$ cat src/rtl/gate_ctrl_pkg.sv
// -----------------------------------------------------------------------------
// gate_ctrl_pkg
// Shared types and constants for the packet gate decision sequencer.
//   state_t      : packet-position state (between packets / inside a packet)
//   CNT_W        : width of the statistics counters
//   level_width  : number of bits needed to hold a FIFO occupancy of 0..depth
// -----------------------------------------------------------------------------
package gate_ctrl_pkg;

    localparam int CNT_W = 32;

    typedef enum logic [0:0] {
        SOP_WAIT = 1'b0,
        IN_PKT   = 1'b1
    } state_t;

    function automatic int level_width(input int depth);
        return $clog2(depth + 1);
    endfunction

endpackage

$ cat src/rtl/gate_decision_fifo.sv
// -----------------------------------------------------------------------------
// gate_decision_fifo
// 1-bit-wide synchronous FIFO holding allow/drop verdicts.
// Ports:
//   clk, rst     : clock, asynchronous active-high reset
//   push, din    : write request and verdict bit (ignored when full)
//   pop          : read request (ignored when empty)
//   flush        : discard all entries; wins over push and pop
//   dout         : verdict at the head of the FIFO (valid when !empty)
//   full, empty  : occupancy flags
//   level        : current number of entries (0..DEPTH)
// -----------------------------------------------------------------------------
module gate_decision_fifo #(
    parameter int DEPTH = 8
) (
    input  logic                         clk,
    input  logic                         rst,
    input  logic                         push,
    input  logic                         pop,
    input  logic                         flush,
    input  logic                         din,
    output logic                         dout,
    output logic                         full,
    output logic                         empty,
    output logic [$clog2(DEPTH+1)-1:0]   level
);

    localparam int AW = $clog2(DEPTH);

    // Pointers carry one extra wrap bit so full and empty are distinguishable
    // when the address bits coincide.
    logic [AW:0]      wr_ptr;
    logic [AW:0]      rd_ptr;
    logic [DEPTH-1:0] mem;
    logic             do_push;
    logic             do_pop;

    assign do_push = push & ~full;
    assign do_pop  = pop & ~empty;

    assign empty = (wr_ptr == rd_ptr);
    assign full  = (wr_ptr[AW] != rd_ptr[AW]) &&
                   (wr_ptr[AW-1:0] == rd_ptr[AW-1:0]);
    assign level = wr_ptr - rd_ptr;
    assign dout  = mem[rd_ptr[AW-1:0]];

    always_ff @(posedge clk or posedge rst) begin
        if (rst) begin
            wr_ptr <= '0;
            rd_ptr <= '0;
        end else if (flush) begin
            wr_ptr <= '0;
            rd_ptr <= '0;
        end else begin
            if (do_push) begin
                wr_ptr <= wr_ptr + 1'b1;
            end
            if (do_pop) begin
                rd_ptr <= rd_ptr + 1'b1;
            end
        end
    end

    // Storage needs no reset: an entry is only ever read after it was written.
    always_ff @(posedge clk) begin
        if (do_push) begin
            mem[wr_ptr[AW-1:0]] <= din;
        end
    end

endmodule

$ cat src/rtl/axis_gate_decision_ctrl.sv
// -----------------------------------------------------------------------------
// axis_gate_decision_ctrl
// Per-packet decision sequencer for the packet gate. Verdicts from the
// classifier are queued; the gate's input handshake is tapped to find packet
// starts, and exactly one verdict is presented per start of packet. A default
// verdict is substituted when the classifier is late; a bypass forces allow.
// Ports:
//   clk, rst                         : clock, asynchronous active-high reset
//   cls_valid, cls_allow, cls_ready  : classifier verdict handshake
//   mon_tvalid, mon_tready, mon_tlast: tap of the gate's input stream
//   decision_valid, decision_allow   : verdict presented to the gate
//   cfg_bypass                       : present allow without popping the FIFO
//   cfg_flush                        : pulse; empties FIFO, clears timeout
//   fifo_level                       : FIFO occupancy
//   cnt_used, cnt_timeout            : FIFO verdicts consumed / defaults issued
//   err_underrun                     : sticky; start beat taken with no verdict
// -----------------------------------------------------------------------------
module axis_gate_decision_ctrl
    import gate_ctrl_pkg::*;
#(
    parameter int FIFO_DEPTH     = 8,
    parameter int TIMEOUT_CYCLES = 1024,
    parameter bit DEFAULT_ALLOW  = 1'b0
) (
    input  logic                              clk,
    input  logic                              rst,
    input  logic                              cls_valid,
    input  logic                              cls_allow,
    output logic                              cls_ready,
    input  logic                              mon_tvalid,
    input  logic                              mon_tready,
    input  logic                              mon_tlast,
    output logic                              decision_valid,
    output logic                              decision_allow,
    input  logic                              cfg_bypass,
    input  logic                              cfg_flush,
    output logic [$clog2(FIFO_DEPTH+1)-1:0]   fifo_level,
    output logic [CNT_W-1:0]                  cnt_used,
    output logic [CNT_W-1:0]                  cnt_timeout,
    output logic                              err_underrun
);

    localparam int                LVL_W    = level_width(FIFO_DEPTH);
    localparam int                TMO_W    = $clog2(TIMEOUT_CYCLES);
    localparam logic [TMO_W-1:0]  TMO_LAST = TMO_W'(TIMEOUT_CYCLES - 1);

    state_t             state;
    logic               bypass_q;
    logic               tmo_fired;
    logic [TMO_W-1:0]   tmo_cnt;

    logic               beat;
    logic               sop;
    logic               src_bypass;
    logic               src_tmo;
    logic               src_fifo;
    logic               tmo_run;

    logic               fifo_push;
    logic               fifo_pop;
    logic               fifo_dout;
    logic               fifo_full;
    logic               fifo_empty;
    logic [LVL_W-1:0]   fifo_level_i;

    gate_decision_fifo #(
        .DEPTH (FIFO_DEPTH)
    ) u_fifo (
        .clk   (clk),
        .rst   (rst),
        .push  (fifo_push),
        .pop   (fifo_pop),
        .flush (cfg_flush),
        .din   (cls_allow),
        .dout  (fifo_dout),
        .full  (fifo_full),
        .empty (fifo_empty),
        .level (fifo_level_i)
    );

    assign fifo_level = fifo_level_i;

    assign beat      = mon_tvalid & mon_tready;
    assign sop       = (state == SOP_WAIT);
    assign cls_ready = ~fifo_full & ~rst;
    assign fifo_push = cls_valid & cls_ready;

    // Verdict source selection. Everything here is registered state, so the
    // gate sees no combinational path from any input. A fired timeout outranks
    // the FIFO: once the default is on offer it belongs to this packet, and a
    // late classifier verdict waits in the FIFO for the following packet.
    assign src_bypass = sop & bypass_q;
    assign src_tmo    = sop & ~bypass_q & tmo_fired;
    assign src_fifo   = sop & ~bypass_q & ~tmo_fired & ~fifo_empty;

    assign decision_valid = src_bypass | src_tmo | src_fifo;
    assign decision_allow = src_bypass | (src_tmo & DEFAULT_ALLOW) |
                            (src_fifo & fifo_dout);

    assign fifo_pop = beat & src_fifo;

    // The timeout only runs while a packet start is actually waiting on the
    // classifier: traffic offered, nothing queued and nothing else on offer.
    assign tmo_run = sop & mon_tvalid & fifo_empty & ~bypass_q & ~tmo_fired;

    always_ff @(posedge clk or posedge rst) begin
        if (rst) begin
            state <= SOP_WAIT;
        end else if (beat) begin
            if (sop && !mon_tlast) begin
                state <= IN_PKT;
            end else if (!sop && mon_tlast) begin
                state <= SOP_WAIT;
            end
        end
    end

    // Registered so the decision outputs stay free of input paths; a change
    // made mid-packet is simply seen at the next start of packet.
    always_ff @(posedge clk or posedge rst) begin
        if (rst) begin
            bypass_q <= 1'b0;
        end else begin
            bypass_q <= cfg_bypass;
        end
    end

    always_ff @(posedge clk or posedge rst) begin
        if (rst) begin
            tmo_cnt     <= '0;
            tmo_fired   <= 1'b0;
            cnt_timeout <= '0;
        end else if (cfg_flush) begin
            tmo_cnt   <= '0;
            tmo_fired <= 1'b0;
        end else if (tmo_run) begin
            if (tmo_cnt == TMO_LAST) begin
                tmo_cnt     <= '0;
                tmo_fired   <= 1'b1;
                cnt_timeout <= cnt_timeout + 1'b1;
            end else begin
                tmo_cnt <= tmo_cnt + 1'b1;
            end
        end else begin
            tmo_cnt <= '0;
            if (beat && src_tmo) begin
                tmo_fired <= 1'b0;
            end
        end
    end

    always_ff @(posedge clk or posedge rst) begin
        if (rst) begin
            cnt_used     <= '0;
            err_underrun <= 1'b0;
        end else begin
            if (fifo_pop) begin
                cnt_used <= cnt_used + 1'b1;
            end
            if (beat && sop && !decision_valid) begin
                err_underrun <= 1'b1;
            end
        end
    end

endmodule

$ cat config.mk
export PLATFORM = sky130hd
export DESIGN_NAME = axis_gate_decision_ctrl
export DESIGN_NICKNAME = d
export VERILOG_FILES = /design/src/rtl/gate_ctrl_pkg.sv /design/src/rtl/gate_decision_fifo.sv /design/src/rtl/axis_gate_decision_ctrl.sv
export SDC_FILE = /design/constraint.sdc
export NUM_CORES = 1
export LEC_CHECK = 0
export CAP_MARGIN = 0
export CELL_PAD_IN_SITES_DETAIL_PLACEMENT = 1
export CELL_PAD_IN_SITES_GLOBAL_PLACEMENT = 1
export CORE_MARGIN = 5
export CORE_UTILIZATION = 31
export DETAILED_ROUTE_END_ITERATION = 6
export MAX_ROUTING_LAYER = met4
export PLACE_DENSITY = 0.65
export SETUP_SLACK_MARGIN = 0.1
export SLEW_MARGIN = 5
export SYNTH_ARGS = -nofsm -noshare
export SYNTH_HDL_FRONTEND = slang
export SYNTH_SLANG_ARGS = --single-unit
$ cat constraint.sdc
create_clock -name clk -period 6.3 [get_ports clk]
set_clock_uncertainty 0.05 [all_clocks]
set_input_delay 0.945 -clock clk [delete_from_list [all_inputs] [get_ports clk]]
set_output_delay 0.945 -clock clk [all_outputs]
set_load 0.02 [all_outputs]
Word level (Yosys, flattened, before mapping)
Index checks and enable logic that the tools add are counted.

operators by class
  add/sub/neg operators = 6
  $lt $le $gt $ge = 3
  equality and inequality tests = 5
  muxes and demuxes = 18
  bitwise gates (word level) = 26
  reductions and logical operators = 16

operators by type and width
  kind                     number
  $add A32 B1 Y32 const B  2
  $mux W10                 3
  $and A1 B1 Y1            16
  $mux W4                  4
  $add A10 B1 Y10 const B  1
  $eq A10 B10 Y1 const B   1
  $add A4 B1 Y4 const B    2
  $bwmux W8                1
  $lt A3 B4 Y1 const B     2
  $mux W1                  8
  $logic_and A1 B1 Y1      7
  $not A1 Y1               7
  $reduce_bool A2 Y1       3
  $eq A4 B4 Y1             1
  $reduce_and A2 Y1        2
  $sub A4 B4 Y4            1
  $bmux W1 S3              1
  $demux W1 S3             1
  $eq A3 B3 Y1             1
  $ge A3 B1 Y1 const B     1
  $ne A3 B2 Y1 const B     1
  $or A1 B1 Y1             3
  $reduce_and A3 Y1        1
  $reduce_bool A3 Y1       1
  other kinds (2)          3

word-level totals
  register bits after elaboration = 94
  logic and storage cells = 84

Depth between registers and ports, before layout
  depth in word-level cells = 8
  gate-level depth with buffers = 8

By module
From an unflattened synthesis, not the netlist that was laid out.

second synthesis, totals
  cells, all modules = 394
  area, all modules = 4454.3 µm²

by module, submodules not included
  module                   instances  cells an instance  area each (µm²)  sequential area each (µm²)
  axis_gate_decision_ctrl  1          313                3538.4           1951.9
  gate_decision_fifo       1          81                 915.9            440.4

Least setup slack after synthesis
Ideal clock, no wire load.

  path type = input -> register
  start point = input rst
  end point = register u_fifo.mem[7], enable pin
  arrival time = 3511 ps
  data required time = 5927 ps
  path slack = 2416 ps
  stages on the path = 3
  path buffers = 0
  cells stage by stage = inv_1 o2111ai_1 nor2_1

between the ends
  longest elaborated chain between the ends = 4

ends and longest elaborated chain
  item                            RTL line                       text
  start: declaration              axis_gate_decision_ctrl.sv:26  input logic rst,
  $not A1 Y1                      axis_gate_decision_ctrl.sv:85  assign cls_ready = ~fifo_full & ~rst;
  $and A1 B1 Y1                   axis_gate_decision_ctrl.sv:85
  $and A1 B1 Y1                   axis_gate_decision_ctrl.sv:86  assign fifo_push = cls_valid & cls_ready;
  $and A1 B1 Y1                   gate_decision_fifo.sv:38       assign do_push = push & ~full;
  end signal: indexed assignment  gate_decision_fifo.sv:67       mem[wr_ptr[AW-1:0]] <= din;
  end: declaration                gate_decision_fifo.sv:34       logic [DEPTH-1:0] mem;

Every way passes these cells.
A chain may end at the register's enable or synchronous reset.

Worst setup path after layout
  start point = register u_fifo.rd_ptr[1]
  end point = output decision_valid

between the ends
  longest elaborated chain between the ends = 4

ends and longest elaborated chain
  item                      RTL line                       text
  start: declaration        gate_decision_fifo.sv:33       logic [AW:0] rd_ptr;
  start signal: assignment  gate_decision_fifo.sv:59       rd_ptr <= rd_ptr + 1'b1;
  $eq A4 B4 Y1              gate_decision_fifo.sv:41       assign empty = (wr_ptr == rd_ptr);
  $not A1 Y1                axis_gate_decision_ctrl.sv:94  assign src_fifo = sop & ~bypass_q & ~tmo_fired & ~fifo_empty;
  $and A1 B1 Y1             axis_gate_decision_ctrl.sv:94
  $or A1 B1 Y1              axis_gate_decision_ctrl.sv:96  assign decision_valid = src_bypass | src_tmo | src_fifo;
  end: declaration          axis_gate_decision_ctrl.sv:33  output logic decision_valid,

Every way passes these cells.

==> qor.yml <==
run_status:
  outcome: "completed"
clock_tree:
  clk_path_buf_depth: 2
  htreeDepth: 3
  cts_tree: "done"
  insertion_delay_ns: 0.34
  cts.repair_timing.setup_buffer_count: 0
  cts_made_buffers: 9
  path_clk_slew_ns: 0.07
  clkSinkCount: 94
  cts_hold_buf: 0
  cts-root-buf: "clkbuf_16"
  cts_resized: 0
timing:
  setup_viol: 0
  hold_viol: 0
  rsz0062_at_grt: "false"
  finalCritPeriodShare_pct: 57.58
  period_minus_slack_ns: 3.628
  timing.setup.tns_ns: 0
  tightestPinTransition_ns: 0.9469
  slew_violations: 0
  fmax_mhz: 275.7
  slew_headroom_pct: 36.39
synthesis:
  yosysUniqueCellTypes: 41
  synth_area_mm2: 0.004521
  avgSynthCellArea_um2: 10.74
  yosysTopAreaCellShare_pct: 47.61
  synthArstFlopShare_pct: 91.49
  yosysWarnings: 0
  ys_seq_area_share_pct: 52.92
  ys.flop_type: "dfrtp_1"
  synth_enable_flop_cells: 8
  yosys.area.top_type: "dfrtp_1"
  syn_inst: 421
  syn_nets: 440
  synth-seq-cells: 94
  synth.area.top_cells: "dfrtp_1 (48%), xnor2_1 (8.7%), xor2_1 (6.6%), edfxtp_1 (5.3%), nor2_1 (4.2%)"
floorplanning:
  die_h_um: 130.8
  rows: 44
  start_util_pct: 31.34
  die_x_um: 130.8
  ios: 81
  die_area_mm2: 0.01710
  coreArea_mm2: 0.01442
final_layout:
  layout.nets: 528
  n_antenna_cell: 0
  final_util_pct: 40.30
  layout-drive-gt1-share_pct: 5.447
  postLayoutCellArea_mm2: 0.005813
  seqCellArea_mm2: 0.002392
  final_cell_count_no_fill: 698
  nFillCells: 1605
  multi_input_area_mm2: 0.002048
  area_delta_synth_final_pct: 28.59
placed_design:
  place_area_mm2: 0.005544
  io_buffers: 80
  dp_hpwl_mm: 8.494
  placed_cells: 682
  gp_congestion: 0.8208
critical_path:
  crit_path_end_kind: "output pin"
  rr_worst_depth: 7
  crit_required_ns: 5.30
  cp.arrival_ns: 2.63
  crit_type: "reg2out"
  path_max_fanout: 7
  cp-start-kind: "flip-flop"
drt:
  wl_per_cell_um: 16.22
  vias_per_cell: 4.884
  routed_wl_mm: 11.32
  vias: 3409
  drt_pass1_iterations: 5
  drt_iter0_drc: 208
  ant_nets: 0
  drc: 0
pwr:
  ir_drop_uv: 132.5
  p_per_area_mw_per_mm2: 218.9
  p_leak_nw: 2.477
  pwr-share-clk_pct: 39.5
  p_comb_share_pct: 9.7
  swShare_pct: 24.89
  seqPwrFrac_pct: 50.8
  intPower_mw: 0.9556
  p_sw_mw: 0.3166
worst_hold_path:
  hp-class: "reg2reg"
  hold_depth: 1
global_route:
  grt_max_degree: 50
  antenna_found_initial: 0
  grt_pass1_wl_mm: 19.17
  gr-total-overflow: 0
  grt_pass1_vias: 3686
  track_usage_pct: 14.47
flow_run:
  maxCapViolCount: 0
## critical path, stage by stage (launching register included)
cell	delay, ns
dfrtp_1	0.52
inv_1	0.11
ha_1	0.33
nand3_1	0.30
nor2_2	0.33
a21oi_1	0.14
clkdlybuf4s50_1	0.56
## power groups by stage
stage	clock network, mW	logic (mW)	registers [mW]
after floorplan	0	0.0623	0.661
after global placement	0	0.124	0.657
after detailed placement	0	0.126	0.658
after CTS	0.520	0.127	0.646
after global routing	0.545	0.136	0.649
final	0.503	0.124	0.646
## cells in the mapped netlist, drive strengths merged, types with 2 or more instances
| master | number |
|---|---|
| dfrtp | 86 |
| nor2 | 52 |
| xnor2 | 45 |
| nand3 | 35 |
| xor2 | 35 |
| nand2 | 34 |
| nand4 | 23 |
| inv | 17 |
| nor3 | 14 |
| ha | 9 |
| nor4 | 9 |
| and3 | 8 |
| edfxtp | 8 |
| a21oi | 6 |
| and4 | 6 |
| clkbuf | 3 |
| mux2 | 3 |
| mux2i | 3 |
| o2111ai | 3 |
| a21o | 2 |
| and2 | 2 |
| and3b | 2 |
| nand2b | 2 |
| o211ai | 2 |
## path summary, 6_finish.rpt
check / slack [ns] / from / endpoint
min in group asynchronous: 1.01 / rst / err_underrun
hold / removal: 0.43 / cnt_timeout[31] / cnt_timeout[31]
max in group asynchronous: 4.06 / rst / tmo_cnt[5]
setup / recovery: 2.67 / u_fifo.rd_ptr[1] / decision_valid
setup reg to reg: 3.38 / u_fifo.rd_ptr[1] / cnt_timeout[26]
hold reg to reg: 0.43 / cnt_timeout[31] / cnt_timeout[31]
## state kept, by name (all words and copies together) (netlist names)
register	count
cnt_timeout	32
cnt_used	32
tmo_cnt	10
u_fifo.mem	8
u_fifo.rd_ptr	4
u_fifo.wr_ptr	4
bypass_q	1
err_underrun	1
state	1
tmo_fired	1
## metrics by stage
| stage | setup slack (ns) | power, mW | hold WS, ns |
|---|---|---|---|
| 6_report | 2.672 | 1.272 | 0.4293 |
| 4_1_cts | 2.633 | 1.294 | 0.4391 |
| 3_3_place_gp | 2.895 | 0.7813 | 0.4076 |
| 2_1_floorplan | 2.416 | 0.7232 | 0.3979 |
| 5_1_grt | 2.484 | 1.329 | 0.4552 |
| 3_5_place_dp | 2.897 | 0.7849 | 0.4192 |
## per-layer routing
metal | track usage [%] | wire length, um | vias up
li1 | - | - | 1631
met4 | 4.235 | 134 | 0
met3 | 2.073 | 365 | 10
met5 | - | 0 | -
met2 | 24.20 | 5691 | 46
met1 | 18.34 | 5128 | 1722
## cell type report
cell class / instances / share of cell area (%)
inverter: 17 / 1.119
multi-input combinational: 306 / 35.23
sequential: 94 / 41.15
clock buffer: 12 / 4.240
clock inverter: 4 / 0.3874
timing repair buffer: 81 / 13.90
tap: 184 / 3.960
## cells by family after synthesis
kind of cell	Yosys count	share of synthesized area, %
AND/OR/NAND/NOR	193	22.47
flip-flops	94	52.92
XOR/XNOR	80	15.67
buffers and inverters	21	1.771
AO/OA/AOI/OAI	16	2.325
adder cells (fa/ha/maj)	10	2.934
multiplexers	7	1.910
## cell usage in the layout (no fill, tap or decap), types with 3 or more instances in the layout
cell type,synthesis,routed
o2111ai_1,3,3
edfxtp_1,8,8
ha_1,9,9
a21oi_1,6,6
and3_1,8,8
nand3_1,35,35
and4_1,6,6
nor3_1,14,14
mux2_2,3,3
clkbuf_16,0,9
nand4_1,22,22
nor2_1,51,51
nor4_1,7,7
nand2_1,34,34
xor2_1,34,34
dfrtp_1,86,86
clkinv_2,0,4
clkdlybuf4s50_1,0,80
mux2i_1,3,3
xnor2_1,45,45
inv_1,17,16
Power figures use the tool's default switching activity.
